## src/rtl/scr1_axi_rd_arbiter.sv

```systemverilog
// N-master to 1-slave AXI read arbiter: round-robin AR merge with master index
// prepended to the ID, ID-routed R return, and an outstanding-burst limiter.
module scr1_axi_rd_arbiter #(
    parameter int  N_MST     = 2,
    parameter int  MID_W     = 3,
    parameter int  ADDR_W    = 32,
    parameter int  DATA_W    = 32,
    parameter int  MAX_OUTST = 4,
    localparam int SID_W     = MID_W + $clog2(N_MST)
) (
    input  logic                      clk_riscv,
    input  logic                      rstn_riscv,
    input  logic [N_MST*MID_W-1:0]    m_arid,
    input  logic [N_MST*ADDR_W-1:0]   m_araddr,
    input  logic [N_MST*8-1:0]        m_arlen,
    input  logic [N_MST*3-1:0]        m_arsize,
    input  logic [N_MST*2-1:0]        m_arburst,
    input  logic [N_MST-1:0]          m_arvalid,
    output logic [N_MST-1:0]          m_arready,
    output logic [N_MST*MID_W-1:0]    m_rid,
    output logic [N_MST*DATA_W-1:0]   m_rdata,
    output logic [N_MST*2-1:0]        m_rresp,
    output logic [N_MST-1:0]          m_rlast,
    output logic [N_MST-1:0]          m_rvalid,
    input  logic [N_MST-1:0]          m_rready,
    output logic [SID_W-1:0]          s_arid,
    output logic [ADDR_W-1:0]         s_araddr,
    output logic [7:0]                s_arlen,
    output logic [2:0]                s_arsize,
    output logic [1:0]                s_arburst,
    output logic                      s_arvalid,
    input  logic                      s_arready,
    input  logic [SID_W-1:0]          s_rid,
    input  logic [DATA_W-1:0]         s_rdata,
    input  logic [1:0]                s_rresp,
    input  logic                      s_rlast,
    input  logic                      s_rvalid,
    output logic                      s_rready,
    output logic [3:0]                outst_cnt,
    output logic                      err_unmapped
);

    localparam int IDX_W = SID_W - MID_W;

    typedef enum logic {
        ST_IDLE  = 1'b0,
        ST_ISSUE = 1'b1
    } ar_state_t;

    ar_state_t           r_state;
    ar_state_t           w_next_state;
    logic [IDX_W-1:0]    r_last_grant;
    logic [IDX_W-1:0]    w_grant;
    logic                w_grant_vld;
    logic                w_room;
    logic                w_accept;
    logic                w_ar_hs;

    logic [SID_W-1:0]    r_arid;
    logic [ADDR_W-1:0]   r_araddr;
    logic [7:0]          r_arlen;
    logic [2:0]          r_arsize;
    logic [1:0]          r_arburst;

    logic [3:0]          r_outst_cnt;
    logic                r_err_unmapped;
    logic [IDX_W-1:0]    w_ridx;
    logic                w_unmapped;
    logic                w_r_last_hs;

    assign w_room   = r_outst_cnt < 4'(MAX_OUTST);
    assign w_accept = (r_state == ST_IDLE) && w_grant_vld && w_room;
    assign w_ar_hs  = (r_state == ST_ISSUE) && s_arready;

    // Round-robin: walk from the highest offset down so the nearest requester
    // after last_grant is the final (winning) assignment.
    always_comb begin
        // NOTE: every combinational output gets a default first so no path infers a latch.
        w_grant     = r_last_grant;
        w_grant_vld = 1'b0;
        for (int i = N_MST; i >= 1; i--) begin
            if (m_arvalid[(int'(r_last_grant) + i) % N_MST]) begin
                w_grant     = IDX_W'((int'(r_last_grant) + i) % N_MST);
                w_grant_vld = 1'b1;
            end
        end
    end

    always_ff @(posedge clk_riscv or negedge rstn_riscv) begin
        // NOTE: sequential state uses non-blocking assignments so all registers see pre-edge values.
        if (!rstn_riscv) begin
            r_state <= ST_IDLE;
        end else begin
            r_state <= w_next_state;
        end
    end

    always_comb begin
        w_next_state = r_state;
        case (r_state)
            ST_IDLE:  if (w_accept) w_next_state = ST_ISSUE;
            ST_ISSUE: if (s_arready) w_next_state = ST_IDLE;
            default:  w_next_state = ST_IDLE;
        endcase
    end

    // m_arready is gated by reset because IDLE is also the reset state.
    always_comb begin
        m_arready = '0;
        s_arvalid = 1'b0;
        case (r_state)
            ST_IDLE:  if (w_accept && rstn_riscv) m_arready[w_grant] = 1'b1;
            ST_ISSUE: s_arvalid = 1'b1;
            default:  s_arvalid = 1'b0;
        endcase
    end

    always_ff @(posedge clk_riscv or negedge rstn_riscv) begin
        if (!rstn_riscv) begin
            r_arid       <= '0;
            r_araddr     <= '0;
            r_arlen      <= '0;
            r_arsize     <= '0;
            r_arburst    <= '0;
            r_last_grant <= IDX_W'(N_MST - 1);
        end else begin
            if (w_accept) begin
                r_arid    <= {w_grant, m_arid[w_grant*MID_W +: MID_W]};
                r_araddr  <= m_araddr[w_grant*ADDR_W +: ADDR_W];
                r_arlen   <= m_arlen[w_grant*8 +: 8];
                r_arsize  <= m_arsize[w_grant*3 +: 3];
                r_arburst <= m_arburst[w_grant*2 +: 2];
            end
            // The grant index is already held in the upper bits of the merged ID.
            if (w_ar_hs) r_last_grant <= r_arid[SID_W-1:MID_W];
        end
    end

    assign s_arid    = r_arid;
    assign s_araddr  = r_araddr;
    assign s_arlen   = r_arlen;
    assign s_arsize  = r_arsize;
    assign s_arburst = r_arburst;

    assign w_ridx      = s_rid[SID_W-1:MID_W];
    assign w_unmapped  = int'(w_ridx) >= N_MST;
    assign w_r_last_hs = s_rvalid && s_rready && s_rlast;

    assign m_rid   = {N_MST{s_rid[MID_W-1:0]}};
    assign m_rdata = {N_MST{s_rdata}};
    assign m_rresp = {N_MST{s_rresp}};
    assign m_rlast = {N_MST{s_rlast}};

    // Unmapped beats are swallowed so a bad ID can never stall the slave.
    always_comb begin
        m_rvalid = '0;
        s_rready = w_unmapped;
        for (int m = 0; m < N_MST; m++) begin
            if (!w_unmapped && int'(w_ridx) == m) begin
                m_rvalid[m] = s_rvalid;
                s_rready    = m_rready[m];
            end
        end
    end

    always_ff @(posedge clk_riscv or negedge rstn_riscv) begin
        if (!rstn_riscv) begin
            r_outst_cnt    <= '0;
            r_err_unmapped <= 1'b0;
        end else begin
            case ({w_ar_hs, w_r_last_hs})
                2'b10:   if (r_outst_cnt != 4'hF) r_outst_cnt <= r_outst_cnt + 4'd1;
                2'b01:   if (r_outst_cnt != 4'h0) r_outst_cnt <= r_outst_cnt - 4'd1;
                default: r_outst_cnt <= r_outst_cnt;
            endcase
            if (s_rvalid && w_unmapped) r_err_unmapped <= 1'b1;
        end
    end

    assign outst_cnt    = r_outst_cnt;
    assign err_unmapped = r_err_unmapped;

endmodule

```

## config.mk

```make
export PLATFORM = sky130hd
export DESIGN_NAME = scr1_axi_rd_arbiter
export DESIGN_NICKNAME = d
export VERILOG_FILES = /design/src/rtl/scr1_axi_rd_arbiter.sv
export SDC_FILE = /design/constraint.sdc
export NUM_CORES = 1
export LEC_CHECK = 0
export CORE_AREA = 2 2 109 111
export CTS_BUF_LIST = sky130_fd_sc_hd__clkbuf_4
export CTS_CLUSTER_SIZE = 16
export DETAILED_ROUTE_END_ITERATION = 12
export DIE_AREA = 0 0 111 113
export PLACE_DENSITY = 0.74
export SYNTH_ARGS = -nofsm -noshare
export SYNTH_HDL_FRONTEND = slang
export SYNTH_SLANG_ARGS = --single-unit
```

## constraint.sdc

```tcl
create_clock -name clk_riscv -period 2.35 [get_ports clk_riscv]
set_input_delay 0.235 -clock clk_riscv [delete_from_list [all_inputs] [get_ports clk_riscv]]
set_output_delay 0.235 -clock clk_riscv [all_outputs]
set_load 0.005 [all_outputs]
```

Word level (Yosys, flattened, before mapping)

Cells that the tools add are included.

Reduce and logical (&&, ||, !) cells: 10
Multiply operators: 1
Multiplexer cells: 24
Equal/unequal tests: 5
Shifts and indexed selects: 5
Add/subtract/negate cells: 4
$lt $le $gt $ge: 5
Bitwise gates (word level): 3

Operator list:

| cell                | number |
|---|---|
| $shiftx 64x7->32    | 1 |
| $mux 1              | 17 |
| $shiftx 16x5->8     | 1 |
| $shiftx 6x4->3      | 2 |
| $mux 4              | 2 |
| $pmux 4 s2          | 1 |
| $logic_and 1x1->1   | 7 |
| $lt 2x3->1 const B  | 2 |
| $add 4x1->4 const B | 1 |
| $lt 4x3->1 const B  | 1 |
| $mux 2              | 2 |
| $ne 2x2->1 const B  | 2 |
| $ne 4x4->1 const B  | 1 |
| $reduce_bool 4->1   | 1 |
| $shiftx 4x3->2      | 1 |
| $sub 4x1->4 const B | 1 |
| $mul 1x2->3 const B | 1 |
| $reduce_and 3->1    | 1 |
| $add 1x1->1 const B | 2 |
| $and 1x1->1 const A | 2 |
| $eq 2x1->1 const B  | 1 |
| $eq 2x2->1 const B  | 1 |
| $lt 1x2->1 const B  | 1 |
| $pmux 1 s2          | 1 |
| other kinds (4)     | 4 |

Bits in registers: 55
Bits of input ports: 143
Logic and storage cells: 65

Longest topological paths before layout

Depth in word-level cells: 13
Mapped depth: 8
Depth with buffers taken out: 8

Worst setup path after synthesis

No wires, ideal clock.

Path type: register -> register
Start: register r_state
End: register r_outst_cnt[2], in the netlist outst_cnt[2]
Library setup time: 80 ps
Arrival: 1761 ps
Data required time: 2270 ps
Period minus slack after synthesis: 1841 ps
Slack: 509 ps
Stages on the path, launching flop included: 9
Path through: dfrtp_1 -> and2_1 -> or3_4 -> xnor2_1 -> ha_1 -> nor2_1 -> nand4b_1 -> a22oi_2 -> xnor2_1

Word-level cells in the longest chain between the ends: 4
Elaborated cells on any way between the ends: 8

RTL lines:

| item                                                                    | RTL line | text |
|---|---|---|
| start, declared                                                         | 50       | `ar_state_t r_state;` |
| start signal, assigned                                                  | 94       | `r_state <= w_next_state;` |
| $logic_and 1x1->1 (*)                                                   | 73       | `assign w_ar_hs = (r_state == ST_ISSUE) && s_arready;` |
| $eq 2x1->1 / $eq 2x2->1 (equally long branches)                         | 171      | `case ({w_ar_hs, w_r_last_hs})` |
| $ne 2x2->1 (no source line) / $reduce_bool 2->1 (equally long branches) | --       |  |
| $reduce_and 3->1 (no source line)                                       | --       |  |
| end signal, assigned                                                    | 172      | `2'b10: if (r_outst_cnt != 4'hF) r_outst_cnt <= r_outst_cnt + 4'd1;` |
| end signal, assigned                                                    | 173      | `2'b01: if (r_outst_cnt != 4'h0) r_outst_cnt <= r_outst_cnt - 4'd1;` |
| end signal, assigned                                                    | 174      | `default: r_outst_cnt <= r_outst_cnt;` |
| end, declared                                                           | 65       | `logic [3:0] r_outst_cnt;` |

Every way passes the cells marked *; elsewhere a longest branch is shown, timed or not.
A chain may end at the register's enable or synchronous reset.

Worst setup path in the final report

Same ends and word-level chain as after synthesis.

==> metrics.txt <==
largest net degree at the start of global routing=a little under 90; endpoints failing setup=0; placed instance area=between 4000 and 5000 sq um; Worst-path clk slew=0.16 ns; Vias/cell=4.508; Avg WL per Cell=about 15 um; VDD IR max=0.3811 mV; Residual DRC=0; period utilisation layout=just under 90%; CTS tree=done; Cell Area, Synth=3249 sq um; critical path endpoint category=flip-flop; Cell Rows=39; worst min path class=in2async; layout cells sized above 1=around 7.2%; Critical Path, Cell by Cell=and2_1 > or3_4 > xnor2_1 > ha_1 > nor2_1 > nand4b_1 > a22oi_2 > xnor2_1; Tot GR Track Use=approximately an eighth; ys async rst share=100.0%; Worst-Skew Late Latency=0.37 ns; Top FF cell, synth=dfrtp_1; final hold vios=0; ANT cells=0; vias in the first global route=roughly 2700; Worst Path Arrival=approximately 2.4 ns; drt first pass iters=4; setup_tns=0 ns; pwr/cell area=approximately 950 nW/um^2; critical path launch point type=flip-flop; initial antenna violation count=0; initial core utilization=between 20% and 30%; Seq/Total Area, Yosys=roughly 42%; die footprint=roughly 13000 sq um; Syn Area/Cell=roughly 9.5 sq um; CP dominant cell by count=xnor2_1; Clock Skew=~0.013 ns; EDFF count, synth=0; slowest stage delay, CP=~0.48 ns; Area Growth Syn to Fin=43.09%; total grt overflow=0; core box area=11270 sq um; post-DP HPWL=roughly 6600 um; Critical Path RT=2.64 ns; # port buffers=166; leakage power=approximately 2 nW; Tmin final=about 2.1 ns; Cells after Synth=approximately 340; fin util=roughly two fifths; first-pass GRT wire length=roughly 14000 um; Worst Tran Pin Value=0.7077 ns; gpl congestion=~0.76; post-synth net total=485; chip height=around 110 um; post-synth top area share=41.59%; CTS buffer count=5; Vias=between 2000 and 3000; clk buf depth=2; FF+latch count, synth=55; # H-tree levels=2; CTS root buf=clkbuf_4; Antenna Violating Nets Remaining=0; boundary pin count=between 200 and 300; Hold WS=between 0.01 and 0.015 ns; Nets=~580; Design Area, Final=roughly 4600 sq um; Max Slew Vio Count=0; post-synth top area cell=dfrtp_1; CP Class=reg2reg; die boundary width=around 110 um; CP max FO=6; Initial DRC Count=68; Fmax achieved=approximately 480 MHz; Yosys cell types=32; FILL cells=approximately 1100; hold bufs inserted after CTS=0; Routed WL=~8500 um; RSZ-0062 raised after global routing=no; status=completed; Synth area leaders=dfrtp_1, buf_4, mux2i_1; clock sink count=between 50 and 60; Max Cap Viol=0; Max-Slew Margin vs Limit=52.82%; YS warnings=0; slowest CP cell=dfrtp_2
-- layout by cell type (no fill, tap or decap), types with 2 or more instances in the layout --
cell type / Yosys / final
nand4_1: 2 / 2
o31ai_1: 2 / 2
dfrtp_2: 0 / 3
xnor2_1: 2 / 2
mux2i_1: 50 / 49
a21oi_1: 49 / 49
buf_12: 0 / 2
inv_1: 5 / 5
buf_4: 78 / 10
dfrtp_1: 54 / 51
clkdlybuf4s50_1: 0 / 163
dlymetal6s2s_1: 0 / 2
clkbuf_4: 0 / 5
nand2_1: 7 / 7
o21ai_0: 2 / 2
a31oi_1: 2 / 2
nor2_1: 53 / 53
-- sequential cells by signal, indices dropped and copies added (netlist names) --
signal	count
s_araddr	32
s_arlen	8
outst_cnt	4
s_arid	4
s_arsize	3
s_arburst	2
r_last_grant	1
r_state	1
-- cell families (layout without fill, tap and decap cells) --
| family | count (synthesis) | after routing | synth area share (%) |
|---|---|---|---|
| buffers and inverters | 99 | 190 | 20.95 |
| AND/OR/NAND/NOR | 72 | 72 | 9.781 |
| AO/OA/AOI/OAI | 60 | 60 | 10.09 |
| flip-flops | 55 | 55 | 42.40 |
| multiplexers | 51 | 51 | 15.75 |
| XOR/XNOR | 2 | 2 | 0.5392 |
| adder cells (fa/ha/maj) | 1 | 1 | 0.3850 |
| other | 1 | 1 | 0.1154 |
-- where the power goes --
group / total [mW] / internal, mW / switching (mW)
sequential: 1.72 / 1.41 / 0.313
clock: 0.522 / 0.219 / 0.303
combinational: 2.19 / 1.39 / 0.798
-- critical path, delay by kind of cell, from the launching register on --
kind	cells	cell delay [ns]
xor+xnor	2	0.30
fa+ha+maj	1	0.22
simple gates	4	0.85
flops	1	0.48
compound gates	1	0.15
-- cell usage after synthesis, types with 2 or more instances --
cell	instances
dfrtp_1	54
nand4_1	2
nor4_1	2
nand2_1	7
inv_1	5
clkbuf_1	3
nor2_1	53
buf_2	13
o31ai_1	2
a21oi_1	49
a31oi_1	2
xnor2_1	2
mux2i_1	50
o21ai_0	2
buf_4	78
-- cell type report --
class	instances	area, sq um	area share (%)
Clock inverter	2	37.54	0.8073
Tap cell	143	178.9	3.848
Multi-Input combinational cell	187	1219	26.21
Clock buffer	5	37.54	0.8073
Inverter	5	18.77	0.4037
Sequential cell	55	1381	29.71
Timing Repair Buffer	178	1777	38.21
-- per-stage QoR --
step / worst slack, ns / cells / total power [mW]
after floorplan: 0.5086 / 341 / 2.655
after global placement: 0.1579 / 563 / 3.860
after detailed placement: 0.07016 / 563 / 3.935
after CTS: 0.009623 / 571 / 4.503
after global routing: 0.1772 / 575 / 4.774
final: 0.2666 / 575 / 4.436
-- path summary, 6_finish.rpt --
| path | start | to | slack, ns | cells past startpoint |
|---|---|---|---|---|
| hold / removal | rstn_riscv | s_araddr[14] | 0.01 | 2 |
| setup reg to reg | r_state | outst_cnt[2] | 0.27 | 8 |
| max in group asynchronous | rstn_riscv | outst_cnt[2] | 1.82 | 2 |
| min in group clk_riscv | m_arlen[12] | s_arlen[4] | 0.47 | 3 |
| hold reg to reg | r_last_grant | r_last_grant | 0.51 | 2 |
| setup / recovery | r_state | outst_cnt[2] | 0.27 | 8 |
-- what timing repair did --
action	in CTS	in global routing
setup endpoints to repair	2	2
pin swaps	0	1
gates resized for setup	2	4
setup buffers	1	4
hold endpoints to repair	0	0
-- metal layers --
metal / global-route usage [%] / vias to the layer above / share of wire, %
met4: 6.250 / 0 / 3.6
li1: - / 1245 / -
met1: 14.18 / 1191 / 37
met3: 4.392 / 33 / 8.8
met2: 23.89 / 123 / 51
met5: 0 / - / 0
Note: power is estimated with default switching activity, not from simulation.
